`config.mk`:
```
export PLATFORM = sky130hd
export DESIGN_NAME = axi_lite_gpio
export DESIGN_NICKNAME = d
export VERILOG_FILES = /design/src/rtl/axi_lite_gpio.sv
export SDC_FILE = /design/constraint.sdc
export NUM_CORES = 1
export LEC_CHECK = 0
export BUFFER_PORTS_ARGS = -buffer_cell sky130_fd_sc_hd__buf_2
export CELL_PAD_IN_SITES_DETAIL_PLACEMENT = 0
export CELL_PAD_IN_SITES_GLOBAL_PLACEMENT = 1
export CORE_UTILIZATION = 42
export DETAILED_ROUTE_END_ITERATION = 10
export GPL_TIMING_DRIVEN = 0
export PLACE_DENSITY = 0.81
export SYNTH_ARGS = -nofsm -noshare
export SYNTH_HDL_FRONTEND = slang
export SYNTH_SLANG_ARGS = --single-unit
```
`constraint.sdc`:
```
create_clock -name i_clk -period 2.3 [get_ports i_clk]
set_clock_uncertainty 0.1 [all_clocks]
set_input_delay 0 -clock i_clk [delete_from_list [all_inputs] [get_ports i_clk]]
set_output_delay 0 -clock i_clk [all_outputs]
set_load 0.005 [all_outputs]
```
`src/rtl/axi_lite_gpio.sv`:
```
// rtl/axi_lite_gpio.sv - AXI-lite GPIO register bank with synchronised inputs and rising-edge interrupts
module axi_lite_gpio #(
    parameter int GPIO_WIDTH = 16
) (
    input  logic                  i_clk,
    input  logic                  i_rst_n,
    input  logic [31:0]           awaddr,
    input  logic                  awvalid,
    output logic                  awready,
    input  logic [31:0]           wdata,
    input  logic [3:0]            wstrb,
    input  logic                  wvalid,
    output logic                  wready,
    output logic [1:0]            bresp,
    output logic                  bvalid,
    input  logic                  bready,
    input  logic [31:0]           araddr,
    input  logic                  arvalid,
    output logic                  arready,
    output logic [31:0]           rdata,
    output logic [1:0]            rresp,
    output logic                  rvalid,
    input  logic                  rready,
    input  logic [GPIO_WIDTH-1:0] i_gpio_in,
    output logic [GPIO_WIDTH-1:0] o_gpio_out,
    output logic [GPIO_WIDTH-1:0] o_gpio_oe,
    output logic                  o_irq
);
    localparam logic [1:0] RESP_OKAY   = 2'b00;
    localparam logic [1:0] RESP_SLVERR = 2'b10;

    typedef enum logic {W_IDLE, W_RESP} w_state_t;
    typedef enum logic {R_IDLE, R_RESP} r_state_t;

    logic [GPIO_WIDTH-1:0] out_q, dir_q, en_q, pend_q;
    logic [GPIO_WIDTH-1:0] out_d, dir_d, en_d, pend_d, pend_clr;
    logic [GPIO_WIDTH-1:0] sync1_q, sync2_q, prev_q, rise;
    logic                  irq_q;

    w_state_t    w_state_q;
    logic        aw_held_q, w_held_q, bvalid_q;
    logic [11:0] awaddr_q;
    logic [31:0] wdata_q;
    logic [3:0]  wstrb_q;
    logic [1:0]  bresp_q;

    r_state_t    r_state_q;
    logic        rvalid_q;
    logic [31:0] rdata_q, rd_data;
    logic [1:0]  rresp_q;
    logic        rd_err;

    logic        aw_hs, w_hs, commit, wr_err;
    logic [11:0] wr_addr;
    logic [31:0] wr_data, byte_mask, wr_val;
    logic [3:0]  wr_strb;
    logic        unused_bits;

    assign awready = ~aw_held_q & ~bvalid_q;
    assign wready  = ~w_held_q & ~bvalid_q;
    assign arready = ~rvalid_q;
    assign bvalid  = bvalid_q;
    assign bresp   = bresp_q;
    assign rvalid  = rvalid_q;
    assign rdata   = rdata_q;
    assign rresp   = rresp_q;
    assign o_gpio_out = out_q;
    assign o_gpio_oe  = dir_q;
    assign o_irq      = irq_q;

    assign aw_hs  = awvalid & awready;
    assign w_hs   = wvalid & wready;
    // A beat captured earlier takes precedence over whatever is on the bus now.
    assign commit = (w_state_q == W_IDLE) & (aw_held_q | aw_hs) & (w_held_q | w_hs);
    assign wr_addr = aw_held_q ? awaddr_q : awaddr[11:0];
    assign wr_data = w_held_q ? wdata_q : wdata;
    assign wr_strb = w_held_q ? wstrb_q : wstrb;
    assign byte_mask = {{8{wr_strb[3]}}, {8{wr_strb[2]}}, {8{wr_strb[1]}}, {8{wr_strb[0]}}};
    assign wr_val  = wr_data & byte_mask;
    assign rise    = sync2_q & ~prev_q;
    assign unused_bits = ^{awaddr[31:12], araddr[31:12], wr_val, byte_mask};

    always_comb begin
        out_d    = out_q;
        dir_d    = dir_q;
        en_d     = en_q;
        pend_clr = '0;
        wr_err   = 1'b1;
        if (commit && wr_addr[1:0] == 2'b00) begin
            case (wr_addr[11:2])
                10'd0: begin out_d = (out_q & ~byte_mask[GPIO_WIDTH-1:0]) | wr_val[GPIO_WIDTH-1:0]; wr_err = 1'b0; end
                10'd2: begin dir_d = (dir_q & ~byte_mask[GPIO_WIDTH-1:0]) | wr_val[GPIO_WIDTH-1:0]; wr_err = 1'b0; end
                10'd3: begin en_d  = (en_q  & ~byte_mask[GPIO_WIDTH-1:0]) | wr_val[GPIO_WIDTH-1:0]; wr_err = 1'b0; end
                10'd4: begin pend_clr = wr_val[GPIO_WIDTH-1:0]; wr_err = 1'b0; end
                default: ;
            endcase
        end
        // A new edge outranks a simultaneous W1C clear.
        pend_d = (pend_q & ~pend_clr) | rise;
    end

    always_comb begin
        rd_data = '0;
        rd_err  = 1'b1;
        if (araddr[1:0] == 2'b00) begin
            case (araddr[11:2])
                10'd0: begin rd_data = 32'(out_q);   rd_err = 1'b0; end
                10'd1: begin rd_data = 32'(sync2_q); rd_err = 1'b0; end
                10'd2: begin rd_data = 32'(dir_q);   rd_err = 1'b0; end
                10'd3: begin rd_data = 32'(en_q);    rd_err = 1'b0; end
                10'd4: begin rd_data = 32'(pend_q);  rd_err = 1'b0; end
                default: ;
            endcase
        end
    end

    always_ff @(posedge i_clk or negedge i_rst_n) begin
        if (!i_rst_n) begin
            out_q   <= '0;
            dir_q   <= '0;
            en_q    <= '0;
            pend_q  <= '0;
            sync1_q <= '0;
            sync2_q <= '0;
            prev_q  <= '0;
            irq_q   <= 1'b0;
        end else begin
            out_q   <= out_d;
            dir_q   <= dir_d;
            en_q    <= en_d;
            pend_q  <= pend_d;
            sync1_q <= i_gpio_in;
            sync2_q <= sync1_q;
            prev_q  <= sync2_q;
            irq_q   <= |(pend_q & en_q);
        end
    end

    always_ff @(posedge i_clk or negedge i_rst_n) begin
        if (!i_rst_n) begin
            w_state_q <= W_IDLE;
            aw_held_q <= 1'b0;
            w_held_q  <= 1'b0;
            awaddr_q  <= '0;
            wdata_q   <= '0;
            wstrb_q   <= '0;
            bvalid_q  <= 1'b0;
            bresp_q   <= RESP_OKAY;
        end else begin
            case (w_state_q)
                W_IDLE: begin
                    if (aw_hs) begin
                        aw_held_q <= 1'b1;
                        awaddr_q  <= awaddr[11:0];
                    end
                    if (w_hs) begin
                        w_held_q <= 1'b1;
                        wdata_q  <= wdata;
                        wstrb_q  <= wstrb;
                    end
                    if (commit) begin
                        bvalid_q  <= 1'b1;
                        bresp_q   <= wr_err ? RESP_SLVERR : RESP_OKAY;
                        w_state_q <= W_RESP;
                    end
                end
                W_RESP: begin
                    if (bready) begin
                        bvalid_q  <= 1'b0;
                        aw_held_q <= 1'b0;
                        w_held_q  <= 1'b0;
                        w_state_q <= W_IDLE;
                    end
                end
                default: w_state_q <= W_IDLE;
            endcase
        end
    end

    always_ff @(posedge i_clk or negedge i_rst_n) begin
        if (!i_rst_n) begin
            r_state_q <= R_IDLE;
            rvalid_q  <= 1'b0;
            rdata_q   <= '0;
            rresp_q   <= RESP_OKAY;
        end else begin
            case (r_state_q)
                R_IDLE: begin
                    if (arvalid) begin
                        rvalid_q  <= 1'b1;
                        rdata_q   <= rd_err ? 32'd0 : rd_data;
                        rresp_q   <= rd_err ? RESP_SLVERR : RESP_OKAY;
                        r_state_q <= R_RESP;
                    end
                end
                R_RESP: begin
                    if (rready) begin
                        rvalid_q  <= 1'b0;
                        r_state_q <= R_IDLE;
                    end
                end
                default: r_state_q <= R_IDLE;
            endcase
        end
    end
endmodule

```
== Word-level counts from Yosys, hierarchy flattened ==
Cells that the tools add are included.

* Output and inout bits: 74
* Bits of input ports: 123
* Bits in registers: 185
* Logic and storage cells: 110

* Equal/unequal tests: 13
* Muxes and demuxes: 30
* Bitwise gates (word level): 28
* Reductions and logical operators: 19

{| class="wikitable"
|+ Operator list
! operator !! count
|-
| bitwise AND 16 bit || 7
|-
| case mux 16 bit (5 select lines) || 1
|-
| 2-to-1 mux 16 bit || 4
|-
| bitwise OR 16 bit || 4
|-
| inverter 16 bit || 3
|-
| equality test 10 x 2 -> 1 bit, second input constant || 4
|-
| 2-to-1 mux 32 bit || 1
|-
| AND reduction 2 bit || 11
|-
| equality test 10 x 3 -> 1 bit, second input constant || 2
|-
| logical NOT 10 bit || 2
|-
| OR reduction 16 bit || 1
|-
| 2-to-1 mux 1 bit || 14
|-
| 2-to-1 mux 12 bit || 1
|-
| inequality test 2 bit, second input constant || 6
|-
| case mux 1 bit (2 select lines) || 6
|-
| equality test 10 x 1 -> 1 bit, second input constant || 1
|-
| bitwise AND 1 bit || 6
|-
| 2-to-1 mux 2 bit || 3
|-
| inverter 1 bit || 6
|-
| OR reduction 5 bit || 1
|-
| logical NOT 2 bit || 2
|-
| OR reduction 4 bit || 1
|-
| bitwise OR 1 bit || 2
|-
| logical AND 1 bit || 1
|}

== Logic depth before layout (Yosys ltp) ==
* Word-level depth: 11
* Mapped depth: 7
* Gate-level depth less buffers: 5

== Least setup slack after synthesis ==
Ideal clock, no wire load.

* Kind: reg-to-reg
* Start: reg bvalid_q, in the netlist bvalid
* End: reg (tool-made name)
* Data required time: 2075 ps
* Setup slack: 381 ps
* Cell stages (with the launch flop): 7
* Setup time: 125 ps
* Period minus slack after synthesis: 1919 ps
* Arrival time: 1694 ps
* Path buffers: 1
* Cell sequence: dfrtp_1 and2b_2 o221ai_4 nor3_4 buf_6 o211ai_4 mux2_4

{| class="wikitable"
|+ RTL lines
! what !! line !! RTL
|-
| from (decl) || 41 || <nowiki>logic aw_held_q, w_held_q, bvalid_q;</nowiki>
|-
| from (signal assigned) || 147 || <nowiki>bvalid_q <= 1'b0;</nowiki>
|-
| from (signal assigned) || 162 || <nowiki>bvalid_q <= 1'b1;</nowiki>
|-
| from (signal assigned) || 169 || <nowiki>bvalid_q <= 1'b0;</nowiki>
|}

==> summary.txt <==
Run status
  – Status: completed

STA
  – Unrepaired setup endpoints after global routing: false
  – Final cycle utilization of the critical path: roughly 92%
  – FMAX: between 400 and 500 MHz
  – Slew margin rel.: between 40% and 50%
  – Worst-Margin Slew: ~0.75 ns
  – Final Hold Viols: 0
  – Tmin final: 2.13 ns
  – Max Slew Vio Count: 0
  – Min Hold Slack: between 0.015 and 0.02 ns
  – Final setup viols: 0

Drt
  – Wire per inst: around 18 µm
  – Routed WL: between 15000 and 20000 µm
  – Via/cell ratio: around 5.1
  – Post-route DRC violation count: 0
  – Pre-Repair DR Iteration Count: 5
  – DRT antenna net count: 0
  – Vias: 4776
  – Initial DRC Count: between 200 and 250

Clock network
  – Worst skew pair latency: around 0.42 ns
  – CTS H-Tree Depth: 4
  – Clock Sinks: about 170
  – Clock buffer count from CTS: 17
  – Clock buffer depth: 2
  – Clock Pin Slew Worst Setup and Hold Paths: approximately 0.06 ns
  – TritonCTS clock tree: yes
  – Root Buffer: clkbuf_16

GRT
  – First-pass GRT wire length: ~28000 µm
  – Number of global-route vias before repair: 5112
  – Grt ovf: 0
  – Number of antenna violations at the first check in global routing: 0
  – GRT Util Overall: 20.9%
  – Largest net degree at the start of global routing: 110

Critical path
  – Crit-path max FO: 10
  – Kind of cell adding the most delay to the critical path: simple AND/OR/NAND/NOR gates
  – Critical Path End Type: flip-flop
  – Required @ worst endpoint: approximately 2.5 ns
  – Levels on crit path: 6
  – Crit path cell chain: and2b_2 -> o221ai_4 -> nor3_4 -> buf_6 -> o211ai_4 -> mux2_1
  – CP max stage cell: dfrtp_1
  – CP Launch Type: flip-flop
  – Critical path class: reg2reg
  – Bufs and invs on worst path: 1
  – R2R Setup Slk: 0.17 ns
  – Crit path largest cell delay: around 0.42 ns
  – WP data arrival: about 2.3 ns
  – R2r worst-path depth: 6
  – Reg-to-reg critical path startpoint: bvalid
  – Setup crit start: bvalid

Pwr
  – Leakage power: about 4.4 nW
  – Pwr/cell area: between 800 and 900 mW/mm²
  – Peak supply drop: approximately 0.75 mV

Final layout
  – Nets: 828
  – Fill cells: 1342
  – Area Overhead vs Synth: 29.9%
  – Ant diodes: 0
  – Final core occ: 56.8%
  – Layout cells sized above 1: between 40 and 50%

Synth
  – Synth Instances: slightly below 500
  – Cell Area, Synth: roughly 0.007 mm²
  – Area leader, netlist: dfrtp_1
  – Top cell type's share of synthesized area: 59.4%
  – Count leader, synth: dfrtp_1
  – Post-synth top flop: dfrtp_1
  – Asr flop ratio synth: between 90% and 100%
  – Register area share after synthesis: between 50% and 60%
  – Syn avg cell area: around 14 µm²
  – Top post-synthesis cells by count: 167 x dfrtp_1, 90 x mux2_2, 23 x o21ai_0, 22 x nand2_1
  – EDFF count, synth: 0
  – Synth warn: 0
  – Area contributors post-synth: dfrtp_1 59%, mux2_2 14%, mux4_2 4.8%
  – Yosys cell types: 43
  – Flops & latches, synth: 167

Die
  – Die W: 131 µm
  – Chip height: about 130 µm
  – Starting Density: 43.7%
  – Core Rows: 46
  – Core box area: 0.0161 mm²
  – Die area: 0.0173 mm²
  – # IOs: 197

Run
  – Max Cap Viol: 0

Placement
  – HPWL Detailed: between 10000 and 15000 µm
  – I/O Buffers: roughly 120
  – Placer Congestion: about 0.82

Min path
  – Hold WC Path Type: in2async
[metrics by stage]
stage,setup TNS [ns],cell area [µm²],setup WS (ns),power (W),std cells
2_1_floorplan,0,7100,0.381,0.00466,509
3_3_place_gp,-210.67,7970,-1.27,0.00507,844
3_5_place_dp,0,8010,0.0277,0.00516,845
4_1_cts,0,9120,0.0162,0.00794,931
5_1_grt,0,9150,0.0440,0.00825,933
6_report,0,9150,0.173,0.00787,933
[cell type report]
cell class                 count  area [µm²]  area share, %
buffer                        37         251           2.75
clock buffer                  24         492           5.38
clock inverter                 7        70.1          0.766
inverter                      21        78.8          0.862
multi-input combinational    284        2610           28.5
sequential                   167        4180           45.7
tap                          216         270           2.95
timing repair buffer         177        1200           13.1
[power breakdown]
group          leakage (nW)  total [W]  internal, W  switching, W
Combinational          2.08    0.00166     0.000828      0.000828
Clock                 0.264    0.00270      0.00160       0.00110
Sequential             2.05    0.00352      0.00331      0.000210
[how the worst min path moves through the flow]
stage / cells past startpoint / to / startpoint
floorplan: 0 / asynchronous set/reset pin / i_rst_n
finish: 2 / o_irq / i_rst_n
detailed placement: 1 / rdata[3] / i_rst_n
CTS: 4 / rdata[2] / araddr[6]
global placement: 1 / sync1_q[1] / i_gpio_in[1]
global route: 2 / sync2_q[3] / i_rst_n
[worst register-to-register path, stage by stage (launching register included)]
cell	delay, ns
dfrtp_1	0.42
and2b_2	0.29
o221ai_4	0.15
nor3_4	0.27
buf_6	0.21
o211ai_4	0.18
mux2_1	0.37
[placed cells by master, fill, tap and decap left out, types with 15 or more instances in the layout]
cell type / count
a22o_1: 21
a22oi_1: 16
buf_2: 126
buf_4: 21
clkbuf_16: 17
conb_1: 18
dfrtp_1: 167
dlygate4sd3_1: 55
inv_1: 21
mux2_2: 90
mux4_2: 15
nand2_1: 22
nand3_1: 16
o21ai_0: 23
[timing repair]
action                     in CTS  in global routing
setup buffers                   0                  2
setup endpoints to repair       0                 21
hold buffers                   55                  0
gates resized for setup         0                  3
hold endpoints to repair      271                  0
[kinds of logic (layout without fill, tap and decap cells)]
group	after synthesis	in the layout	synth area share, %
simple gates	73	73	5.85
flops	167	167	59.4
buf+inv	58	266	4.62
mux	115	115	20.8
other cells	1	18	0.0533
compound gates	78	78	9.31
[routing by layer]
metal	up-vias	share of wire, %	global-route usage, %
met5	-	0	0
met4	0	1.5	6.40
met1	2401	43	26.3
li1	2202	-	-
met2	155	50	35.2
met3	18	6.0	5.40
Note: power is estimated with default switching activity, not from simulation.
